==> config.mk <==
export PLATFORM = sky130hd
export DESIGN_NAME = avalon_mm_arbiter
export DESIGN_NICKNAME = d
export VERILOG_FILES = /design/src/rtl/avalon_mm_pkg.sv /design/src/rtl/pend_id_fifo.sv /design/src/rtl/avalon_mm_arbiter.sv
export SDC_FILE = /design/constraint.sdc
export NUM_CORES = 1
export LEC_CHECK = 0
export CORE_AREA = 3 3 116 118
export DETAILED_ROUTE_END_ITERATION = 6
export DIE_AREA = 0 0 119 121
export HOLD_SLACK_MARGIN = 0.05
export PLACE_DENSITY = 0.59
export SLEW_MARGIN = 5
export SYNTH_ARGS = -nofsm -noshare
export SYNTH_HDL_FRONTEND = slang
export SYNTH_SLANG_ARGS = --single-unit
==> constraint.sdc <==
create_clock -name clk_clk -period 2.8 [get_ports clk_clk]
set_clock_uncertainty 0.05 [all_clocks]
set_input_delay 0.56 -clock clk_clk [delete_from_list [all_inputs] [get_ports clk_clk]]
set_output_delay 0.56 -clock clk_clk [all_outputs]
set_load 0.005 [all_outputs]
==> src/rtl/avalon_mm_pkg.sv <==
// Shared types and constants for the two-master Avalon-MM arbiter.
package avalon_mm_pkg;

    typedef enum logic {
        M0 = 1'b0,
        M1 = 1'b1
    } grant_id_t;

    typedef enum logic {
        StIdle = 1'b0,
        StHold = 1'b1
    } arb_state_t;

    localparam logic BURSTCOUNT = 1'b1;

    function automatic grant_id_t other_master(input grant_id_t id);
        return (id == M0) ? M1 : M0;
    endfunction

endpackage

==> src/rtl/pend_id_fifo.sv <==
// Small synchronous FIFO holding the issuing master of each outstanding read.
// A push is allowed while full as long as a pop happens in the same cycle.
module pend_id_fifo #(
    parameter int unsigned WIDTH = 1,
    parameter int unsigned DEPTH = 4
) (
    input  logic             clk,
    input  logic             rst,
    input  logic             push,
    input  logic [WIDTH-1:0] push_data,
    input  logic             pop,
    output logic [WIDTH-1:0] head,
    output logic             full,
    output logic             empty
);

    localparam int unsigned PTR_W = $clog2(DEPTH);

    logic [WIDTH-1:0] mem [DEPTH];
    logic [PTR_W-1:0] wr_ptr_q, rd_ptr_q;
    logic [PTR_W:0]   count_q, count_d;
    logic             do_push, do_pop;

    assign empty   = (count_q == '0);
    assign full    = (count_q == (PTR_W + 1)'(DEPTH));
    assign do_pop  = pop & ~empty;
    assign do_push = push & (~full | do_pop);
    assign head    = mem[rd_ptr_q];

    always_comb begin
        count_d = count_q;
        unique case ({do_push, do_pop})
            2'b10:   count_d = count_q + (PTR_W + 1)'(1);
            2'b01:   count_d = count_q - (PTR_W + 1)'(1);
            default: count_d = count_q;
        endcase
    end

    always_ff @(posedge clk or posedge rst) begin
        if (rst) begin
            wr_ptr_q <= '0;
            rd_ptr_q <= '0;
            count_q  <= '0;
        end else begin
            if (do_push) wr_ptr_q <= wr_ptr_q + PTR_W'(1);
            if (do_pop)  rd_ptr_q <= rd_ptr_q + PTR_W'(1);
            count_q <= count_d;
        end
    end

    // Storage needs no reset: count/pointers decide what is valid.
    always_ff @(posedge clk) begin
        if (do_push) mem[wr_ptr_q] <= push_data;
    end

endmodule

==> src/rtl/avalon_mm_arbiter.sv <==
// Round-robin arbiter sharing one MM bridge slave port between the instruction
// and data masters, with pipelined read-return steering.
module avalon_mm_arbiter
    import avalon_mm_pkg::*;
#(
    parameter int unsigned ADDR_W   = 28,
    parameter int unsigned DATA_W   = 32,
    parameter int unsigned MAX_PEND = 4
) (
    input  logic                clk_clk,
    input  logic                reset_reset,

    input  logic [ADDR_W-1:0]   m0_address,
    input  logic                m0_read,
    input  logic                m0_write,
    input  logic [DATA_W-1:0]   m0_writedata,
    input  logic [DATA_W/8-1:0] m0_byteenable,
    output logic                m0_waitrequest,
    output logic [DATA_W-1:0]   m0_readdata,
    output logic                m0_readdatavalid,

    input  logic [ADDR_W-1:0]   m1_address,
    input  logic                m1_read,
    input  logic                m1_write,
    input  logic [DATA_W-1:0]   m1_writedata,
    input  logic [DATA_W/8-1:0] m1_byteenable,
    output logic                m1_waitrequest,
    output logic [DATA_W-1:0]   m1_readdata,
    output logic                m1_readdatavalid,

    output logic [ADDR_W-1:0]   br_address,
    output logic                br_read,
    output logic                br_write,
    output logic [DATA_W-1:0]   br_writedata,
    output logic [DATA_W/8-1:0] br_byteenable,
    output logic                br_burstcount,
    output logic                br_debugaccess,
    input  logic                br_waitrequest,
    input  logic [DATA_W-1:0]   br_readdata,
    input  logic                br_readdatavalid
);

    arb_state_t state_q, state_d;
    grant_id_t  last_grant_q, last_grant_d;
    grant_id_t  owner_q, owner_d;
    grant_id_t  sel;
    grant_id_t  head_id;

    logic       m0_req, m1_req;
    logic       sel_req, sel_rd, sel_wr;
    logic       read_blocked, accept;
    logic       fifo_full, fifo_empty;
    logic [0:0] fifo_head, push_id;
    logic       rdv_hit;

    assign m0_req = m0_read | m0_write;
    assign m1_req = m1_read | m1_write;

    // HOLD pins the owner; in IDLE a tie goes to whoever did not win last.
    always_comb begin
        sel = M0;
        if (state_q == StHold) begin
            sel = owner_q;
        end else if (m0_req && m1_req) begin
            sel = other_master(last_grant_q);
        end else if (m1_req) begin
            sel = M1;
        end
    end

    assign sel_rd  = (sel == M1) ? m1_read  : m0_read;
    assign sel_wr  = (sel == M1) ? m1_write : m0_write;
    assign sel_req = sel_rd | sel_wr;

    assign br_address    = (sel == M1) ? m1_address    : m0_address;
    assign br_writedata  = (sel == M1) ? m1_writedata  : m0_writedata;
    assign br_byteenable = (sel == M1) ? m1_byteenable : m0_byteenable;

    // A return beat this cycle frees a slot, so a read may issue into a full FIFO.
    assign read_blocked = sel_rd & fifo_full & ~br_readdatavalid;

    assign br_read  = ~reset_reset & sel_rd & ~read_blocked;
    assign br_write = ~reset_reset & sel_wr & ~sel_rd;
    assign accept   = ~reset_reset & sel_req & ~br_waitrequest & ~read_blocked;

    assign m0_waitrequest = ~(accept & (sel == M0));
    assign m1_waitrequest = ~(accept & (sel == M1));

    assign br_burstcount  = BURSTCOUNT;
    assign br_debugaccess = 1'b0;

    always_comb begin
        state_d      = state_q;
        last_grant_d = last_grant_q;
        owner_d      = owner_q;
        unique case (state_q)
            StIdle: begin
                if (accept) begin
                    last_grant_d = sel;
                end else if (sel_req && !read_blocked) begin
                    state_d = StHold;
                    owner_d = sel;
                end
            end
            StHold: begin
                if (!sel_req) begin
                    state_d = StIdle;
                end else if (accept) begin
                    last_grant_d = sel;
                    state_d      = StIdle;
                end
            end
            default: state_d = StIdle;
        endcase
    end

    always_ff @(posedge clk_clk or posedge reset_reset) begin
        if (reset_reset) begin
            state_q      <= StIdle;
            last_grant_q <= M1;
            owner_q      <= M0;
        end else begin
            state_q      <= state_d;
            last_grant_q <= last_grant_d;
            owner_q      <= owner_d;
        end
    end

    assign push_id = sel;

    pend_id_fifo #(
        .WIDTH (1),
        .DEPTH (MAX_PEND)
    ) u_pend_id_fifo (
        .clk       (clk_clk),
        .rst       (reset_reset),
        .push      (accept & sel_rd),
        .push_data (push_id),
        .pop       (br_readdatavalid),
        .head      (fifo_head),
        .full      (fifo_full),
        .empty     (fifo_empty)
    );

    assign head_id = grant_id_t'(fifo_head);
    assign rdv_hit = ~reset_reset & br_readdatavalid & ~fifo_empty;

    assign m0_readdatavalid = rdv_hit & (head_id == M0);
    assign m1_readdatavalid = rdv_hit & (head_id == M1);
    assign m0_readdata      = br_readdata;
    assign m1_readdata      = br_readdata;

    // Protocol violations by neighbours: beats with nothing pending, owner leaving HOLD.
    rdv_needs_pending: assert property (@(posedge clk_clk) disable iff (reset_reset)
        br_readdatavalid |-> !fifo_empty);

    owner_keeps_request: assert property (@(posedge clk_clk) disable iff (reset_reset)
        (state_q == StHold) |-> sel_req);

endmodule

==> impl_metrics.toml, run 1 <==
[status]
outcome = "completed"

[floorplan]
die_area_mm2 = 0.0144
start_util = 0.174
die_w_um = 119
io_pins = 304
core_mm2 = 0.0126
rows = 41
die_y_um = 121

[global_route]
grt_max_degree = 18
gr-total-overflow = 0
grt_pass1_vias = 2922
antenna_found_initial = 0
grt_pass1_wl_mm = 15.0
grtUsageTotal = 0.130

[timing]
finalHoldViolCount = 0
finalCriticalPeriod_ns = 2.75
timing.hold.ws_ns = 0.434
tns_ns = 0
clock.fmax_mhz = 363
drv_slew = 0
rsz0062_at_grt = "true"
finalWorstSetupSlack_ns = 0.0486
fin_crit_sh = 0.983
setup_violations = 0

[power]
power_uw = 4460
leakage_uw = 0.00225
ir_drop_uv = 338
swShare = 0.395
power_switching_uw = 1760
p_clk_frac = 0.061
intPower_uw = 2700
combinationalPowerShare = 0.850
pwr-share-seq = 0.090
power_density_mw_per_mm2 = 977

[clock_tree]
clk_pin_slew_ns = 0.04
clockBufferDepth = 2
cts_root_buffer = "clkbuf_16"
clock_sinks = 14
htreeDepth = 1
holdBufCountCts = 0
cts_tree = "built"
clk_latency_ns = 0.24
cts_buffers = 3

[cells_and_area]
final_cells = 707
diodes = 0
layout_common_cells = "nand2_1 (192), clkdlybuf4s50_1 (133), dlygate4sd2_1 (45), buf_4 (26), clkdlybuf4s15_1 (12)"
drive_gt1_frac = 0.146
syn_to_final_growth_pct = 108
layout_commonest_cell = "nand2_1"
multi_input_area_mm2 = 0.00123
fill_cells = 1330
regArea_um2 = 372
nets = 710

[drt]
num_vias = 2847
drc = 0
drtAntennaViolNets = 0
drt_iter0_drc = 117
wire_per_inst_um = 14.2
routed_via_density = 4.03
dr.pass1.iters = 5
postRouteWirelength_mm = 10.0

[worst_setup_path]
cp_cell_sequence = "dlygate4sd2_1 > o21a_1 > o31a_4 > buf_8 > buf_12 > buf_16 > nand2_1 > nand2_1 > dlygate4sd2_1"
crit_family = "buffers and inverters"
ff2ff_path_depth = 11
path_max_fanout = 12
required_ns = 2.19
crit_path_end_kind = "primary output"
critPathKind = "input port to primary output"
worstReg2RegStart = "last_grant_q$_DFFE_PP1P_"
r2r_slack_ns = 0.48
max_stage_delay_ns = 0.31
cp_slowest_cell = "o31a_4"
crit_arrival_ns = 2.14
reg2reg_to = "u_pend_id_fifo.count_q[2]$_DFFE_PP0P_"
startpoint_type = "input port"
crit_buf_inv = 5

[flow_run]
cap_viol_max_count = 0

[synthesis]
syn_inst = 361
synth-main-ff-cell = "dfrtp_1"
syn_nets = 535
ys_warn_count = 0
synth_async_sr_flop_share = 0.714
avgSynthCellArea_um2 = 6.07
netlist_area_mm2 = 0.00219
synth-edff-count = 4
yosysSeqAreaShare = 0.170
synth_seq_cells = 14
synth.distinct_cells = 41

[place]
hpwl_mm = 7.20
dp_cells = 681
place_congestion = 0.773
portBuffers = 205
preCtsSetupSlack_ns = -0.435

[hold_path]
min_path_type = "register to register"
min_from = "u_pend_id_fifo.count_q[2]$_DFFE_PP0P_"
min_to = "u_pend_id_fifo.count_q[2]$_DFFE_PP0P_"
whs_path_depth = 1
-- cell usage after synthesis (all sizes together), types with 2 or more instances --
master  instances  area (um2)
xor2            2        17.5
edfxtp          4         120
nor3            4        20.0
buf            77         559
nor2            5        18.8
and3            2        12.5
clkbuf          3        11.3
and2            5        31.3
o311ai          2        17.5
dfrtp           9         225
nand2         196         736
xnor2           4        35.0
a21oi           2        10.0
nand3           6        30.0
ha              5        62.6
conb            2        7.51
inv            12        45.0
-- final cells by class --
class                   count  area share
multi-input cells         255       0.271
clock inverters             1    0.000822
clock buffers               3      0.0164
flip-flops and latches     14      0.0814
well taps                 172      0.0471
inverters                  12      0.0110
repair buffers            250       0.573
-- stage by stage --
step	area, um2	utilization
6_report	4560	0.363
3_5_place_dp	4090	0.325
5_1_grt	4560	0.363
3_3_place_gp	4090	0.325
2_1_floorplan	2190	-
4_1_cts	4550	0.362
-- flip-flops by register name, summed over array words and instances (netlist names) --
signal / count
u_pend_id_fifo.mem: 4
u_pend_id_fifo.count_q: 3
u_pend_id_fifo.rd_ptr_q: 2
u_pend_id_fifo.wr_ptr_q: 2
last_grant_q: 1
owner_q: 1
state_q: 1
-- routing by layer --
layer,vias up,wire length (um),track usage
met4,0,186,0.0319
met3,23,1070,0.0503
met1,1246,4000,0.151
li1,1394,-,-
met2,184,4760,0.226
met5,-,0,0
-- worst max path at each step --
stage	end	startpoint	cells past startpoint	slack, ns
6_report	br_address[20]	m0_read	9	0.05
5_1_grt	br_write	m0_read	9	-0.006
4_1_cts	br_address[25]	m0_read	9	0.004
3_5_place_dp	br_write	m0_read	7	-0.44
3_3_place_gp	br_write	m0_write	7	-0.39
2_1_floorplan	u_pend_id_fifo.count_q[2]$_DFFE_PP0P_	m1_read	10	0.45
-- cell families (layout without fill, tap and decap cells) --
| family | count (synthesis) | count (layout) | synth area share |
|---|---|---|---|
| simple gates | 224 | 224 | 0.409 |
| buf+inv | 92 | 266 | 0.281 |
| compound gates | 14 | 14 | 0.0531 |
| flops | 14 | 14 | 0.170 |
| fa+ha+maj | 6 | 6 | 0.0377 |
| xor+xnor | 6 | 6 | 0.0240 |
| mux | 3 | 3 | 0.0217 |
| other cells | 2 | 2 | 0.00343 |
-- power by group through the flow --
stage / clock network (uW) / logic (uW) / registers, uW
6_report: 271 / 3790 / 400
5_1_grt: 288 / 4120 / 416
4_1_cts: 279 / 3800 / 400
3_5_place_dp: 0 / 2950 / 401
3_3_place_gp: 0 / 2920 / 396
2_1_floorplan: 0 / 1380 / 381
-- timing repair --
item	CTS	global route
setup buffers	11	2
cloned	9	0
gates resized for setup	123	21
pin swaps	2	0
setup endpoints to repair	68	19
Power figures use the tool's default switching activity.
==> inputs of run 2 (changes only) <==
--- a/config.mk
+++ b/config.mk
@@ -5,12 +5,15 @@
 export SDC_FILE = /design/constraint.sdc
 export NUM_CORES = 1
 export LEC_CHECK = 0
+export ABC_AREA = 1
+export ABC_CLOCK_PERIOD_IN_PS = 2800
 export CORE_AREA = 3 3 116 118
 export DETAILED_ROUTE_END_ITERATION = 6
 export DIE_AREA = 0 0 119 121
 export HOLD_SLACK_MARGIN = 0.05
-export PLACE_DENSITY = 0.59
+export PLACE_DENSITY = 0.6
 export SLEW_MARGIN = 5
 export SYNTH_ARGS = -nofsm -noshare
 export SYNTH_HDL_FRONTEND = slang
+export SYNTH_HIERARCHICAL = 1
 export SYNTH_SLANG_ARGS = --single-unit
==> run 2 against run 1 <==
Against the previous run: global-route usage down 1.1 points; non-clock buffer count down 18; worst setup slack worse by 0.0095 ns; clock power down 1%; highest routed layer unchanged; largest power group unchanged; clock-buffer cell count unchanged; design area down 5.3%; register-to-register slack worse by 0.04 ns; synthesized cell count down 30%; via count down 21%; first-iteration DRC count down 71%; fmax down 0.34%.
==> impl_metrics.toml, run 2 <==
[global_route]
grt_max_degree = 12
grt_pass1_vias = 2489
grt_use_met3 = 0.0410
busiest_layer = "met2"
gr-total-overflow = 0
grt_pass1_wl_mm = 13.4
met1_usage = 0.129
antenna_found_initial = 0
grtUsageTotal = 0.119
gr-usage-met2 = 0.230

[timing]
drv_slew = 0
finalWorstSetupSlack_ns = 0.0392
timing.hold.ws_ns = 0.429
setup_violations = 0
clock.fmax_mhz = 362
fin_crit_sh = 0.986
finalHoldViolCount = 0
tns_ns = 0
finalCriticalPeriod_ns = 2.76
rsz0062_at_grt = "true"

[cells_and_area]
largest_register = "u_pend_id_fifo/mem"
reg.largest.list = "u_pend_id_fifo/mem: 4 flops, u_pend_id_fifo/count_q: 3 flops"
drive_gt1_frac = 0.264
fin_area_mm2 = 0.00432
layout_common_cells = "clkdlybuf4s50_1 (161), mux2_2 (44), dlygate4sd2_1 (30), nand2_1 (29), inv_1 (21)"
largest_reg_flops = 4
fill_cells = 1300
layout_commonest_cell = "clkdlybuf4s50_1"
diodes = 0
nets = 590
syn_to_final_growth_pct = 89.7

[clock_tree]
cts_tree = "built"
holdBufCountCts = 0
cts_buffers = 3
clockBufferDepth = 2
clk_latency_ns = 0.24
htreeDepth = 1
cts_root_buffer = "clkbuf_16"
clock_sinks = 14
clk_pin_slew_ns = 0.05

[synthesis]
ys_warn_count = 6
synthTopCellsByArea = "buf_4 (23%), mux2_2 (22%), mux2_4 (13%), dfrtp_1 (9.9%), edfxtp_1 (5.3%)"
synth_seq_cells = 14
avgSynthCellArea_um2 = 9.05
yosysTopAreaCellShare = 0.231
ys_top_cells_by_count = "buf_4 (70), mux2_2 (44), nand2_1 (29), inv_1 (21), mux2_4 (20)"
synth-main-ff-cell = "dfrtp_1"
yosysTopAreaCell = "buf_4"
synth_async_sr_flop_share = 0.714
netlist_area_mm2 = 0.00228
synth.most_common_cell = "buf_4"
synth-edff-count = 4
syn_inst = 252
syn_nets = 425
yosysSeqAreaShare = 0.163
synth.distinct_cells = 27

[worst_setup_path]
startpoint_type = "input port"
ff2ff_path_depth = 15
max_stage_delay_ns = 0.47
required_ns = 2.19
path_max_fanout = 8
cp_slowest_cell = "clkdlybuf4s50_1"
critPathKind = "input port to primary output"
crit_arrival_ns = 2.15
cp_cell_sequence = "dlygate4sd2_1 > o21ai_2 > nand2_4 > nand2_8 > buf_6 > mux2_2 > clkdlybuf4s50_1"
crit_path_end_kind = "primary output"

[place]
portBuffers = 205
place_congestion = 0.698
hpwl_mm = 8.61
preCtsSetupSlack_ns = -0.291
dpl_cell_area_mm2 = 0.00418

[power]
leakage_uw = 0.00197
power_density_mw_per_mm2 = 772
ir_drop_uv = 375

[hold_path]
whs_path_depth = 2
min_path_type = "register to register"

[floorplan]
rows = 41
start_util = 0.181
io_pins = 304
die_area_mm2 = 0.0144
die_w_um = 119
core_mm2 = 0.0126
die_y_um = 121

[drt]
num_vias = 2258
drc = 0
drtAntennaViolNets = 0
dr.pass1.iters = 4
drt_iter0_drc = 34
routed_via_density = 3.84
wire_per_inst_um = 16.1
postRouteWirelength_mm = 9.49

[flow_run]
cap_viol_max_count = 0

[status]
outcome = "completed"
## run 2: timing repair
item / 4_1_cts / 5_1_grt
cloned: 1 / 0
endpoints found under the setup margin: 68 / 34
pin swaps: 3 / 2
resized for setup: 50 / 17
buffers inserted: 2 / 1
## run 2: per-stage QoR
step	total power [uW]	utilization	instances
2_1_floorplan	1810	-	252
3_3_place_gp	3030	0.332	580
3_5_place_dp	3060	0.332	580
4_1_cts	3360	0.340	587
5_1_grt	3590	0.344	588
6_report	3340	0.344	588
## run 2: critical path, delay by kind of cell
family	cells	cell delay (ns)
multiplexers	1	0.33
AND/OR/NAND/NOR	2	0.20
buffers and inverters	3	0.87
AO/OA/AOI/OAI	1	0.18
## run 2: worst paths after layout
path,from,endpoint,slack [ns]
worst max-delay path,m0_read,br_writedata[30],0.04
worst min-delay path,last_grant_q$_DFFE_PP1P_,last_grant_q$_DFFE_PP1P_,0.43
worst max register to register,last_grant_q$_DFFE_PP1P_,u_pend_id_fifo/count_q[2]$_DFFE_PP0P_,0.44
worst min register to register,last_grant_q$_DFFE_PP1P_,last_grant_q$_DFFE_PP1P_,0.43
max in group asynchronous,reset_reset,u_pend_id_fifo/wr_ptr_q[1]$_DFFE_PP0P_,1.76
min in group asynchronous,reset_reset,state_q$_DFF_PP0_,0.53
## run 2: final cells by class
cell class	count	area (um2)	area share
multi-input combinational	145	1280	0.295
timing repair buffer	232	2300	0.532
sequential	14	372	0.0859
inverter	21	78.8	0.0182
tap	172	215	0.0498
clock buffer	3	75.1	0.0174
clock inverter	1	3.75	0.000868
## run 2: where the power goes
group          internal, uW  total [uW]  switching (uW)
Clock                   188         267            78.3
Sequential              309         374            65.4
Combinational          1670        2700            1020
## run 2: routing by layer
layer  routed length, um  vias up
li1                    -     1084
met1                3370     1013
met2                5130      153
met3                 936        8
met4                  53        0
met5                   0        -
## run 2: cell families (layout without fill, tap and decap cells)
group	after synthesis	in the layout	share of synthesized area
buf+inv	94	257	0.288
mux	64	64	0.349
simple gates	62	63	0.128
flops	14	14	0.163
compound gates	8	8	0.0269
fa+ha+maj	5	5	0.0307
xor+xnor	3	3	0.0115
other cells	2	2	0.00329
==> inputs of run 3 (changes only) <==
--- a/config.mk
+++ b/config.mk
@@ -5,15 +5,14 @@
 export SDC_FILE = /design/constraint.sdc
 export NUM_CORES = 1
 export LEC_CHECK = 0
-export ABC_AREA = 1
+export ABC_AREA = 0
 export ABC_CLOCK_PERIOD_IN_PS = 2800
 export CORE_AREA = 3 3 116 118
 export DETAILED_ROUTE_END_ITERATION = 6
 export DIE_AREA = 0 0 119 121
 export HOLD_SLACK_MARGIN = 0.05
-export PLACE_DENSITY = 0.6
-export SLEW_MARGIN = 5
+export PLACE_DENSITY = 0.59
+export SLEW_MARGIN = 20
 export SYNTH_ARGS = -nofsm -noshare
 export SYNTH_HDL_FRONTEND = slang
-export SYNTH_HIERARCHICAL = 1
 export SYNTH_SLANG_ARGS = --single-unit
==> results of run 3 <==
No change in the layout: final DEF, timing and power equal those of run 1.
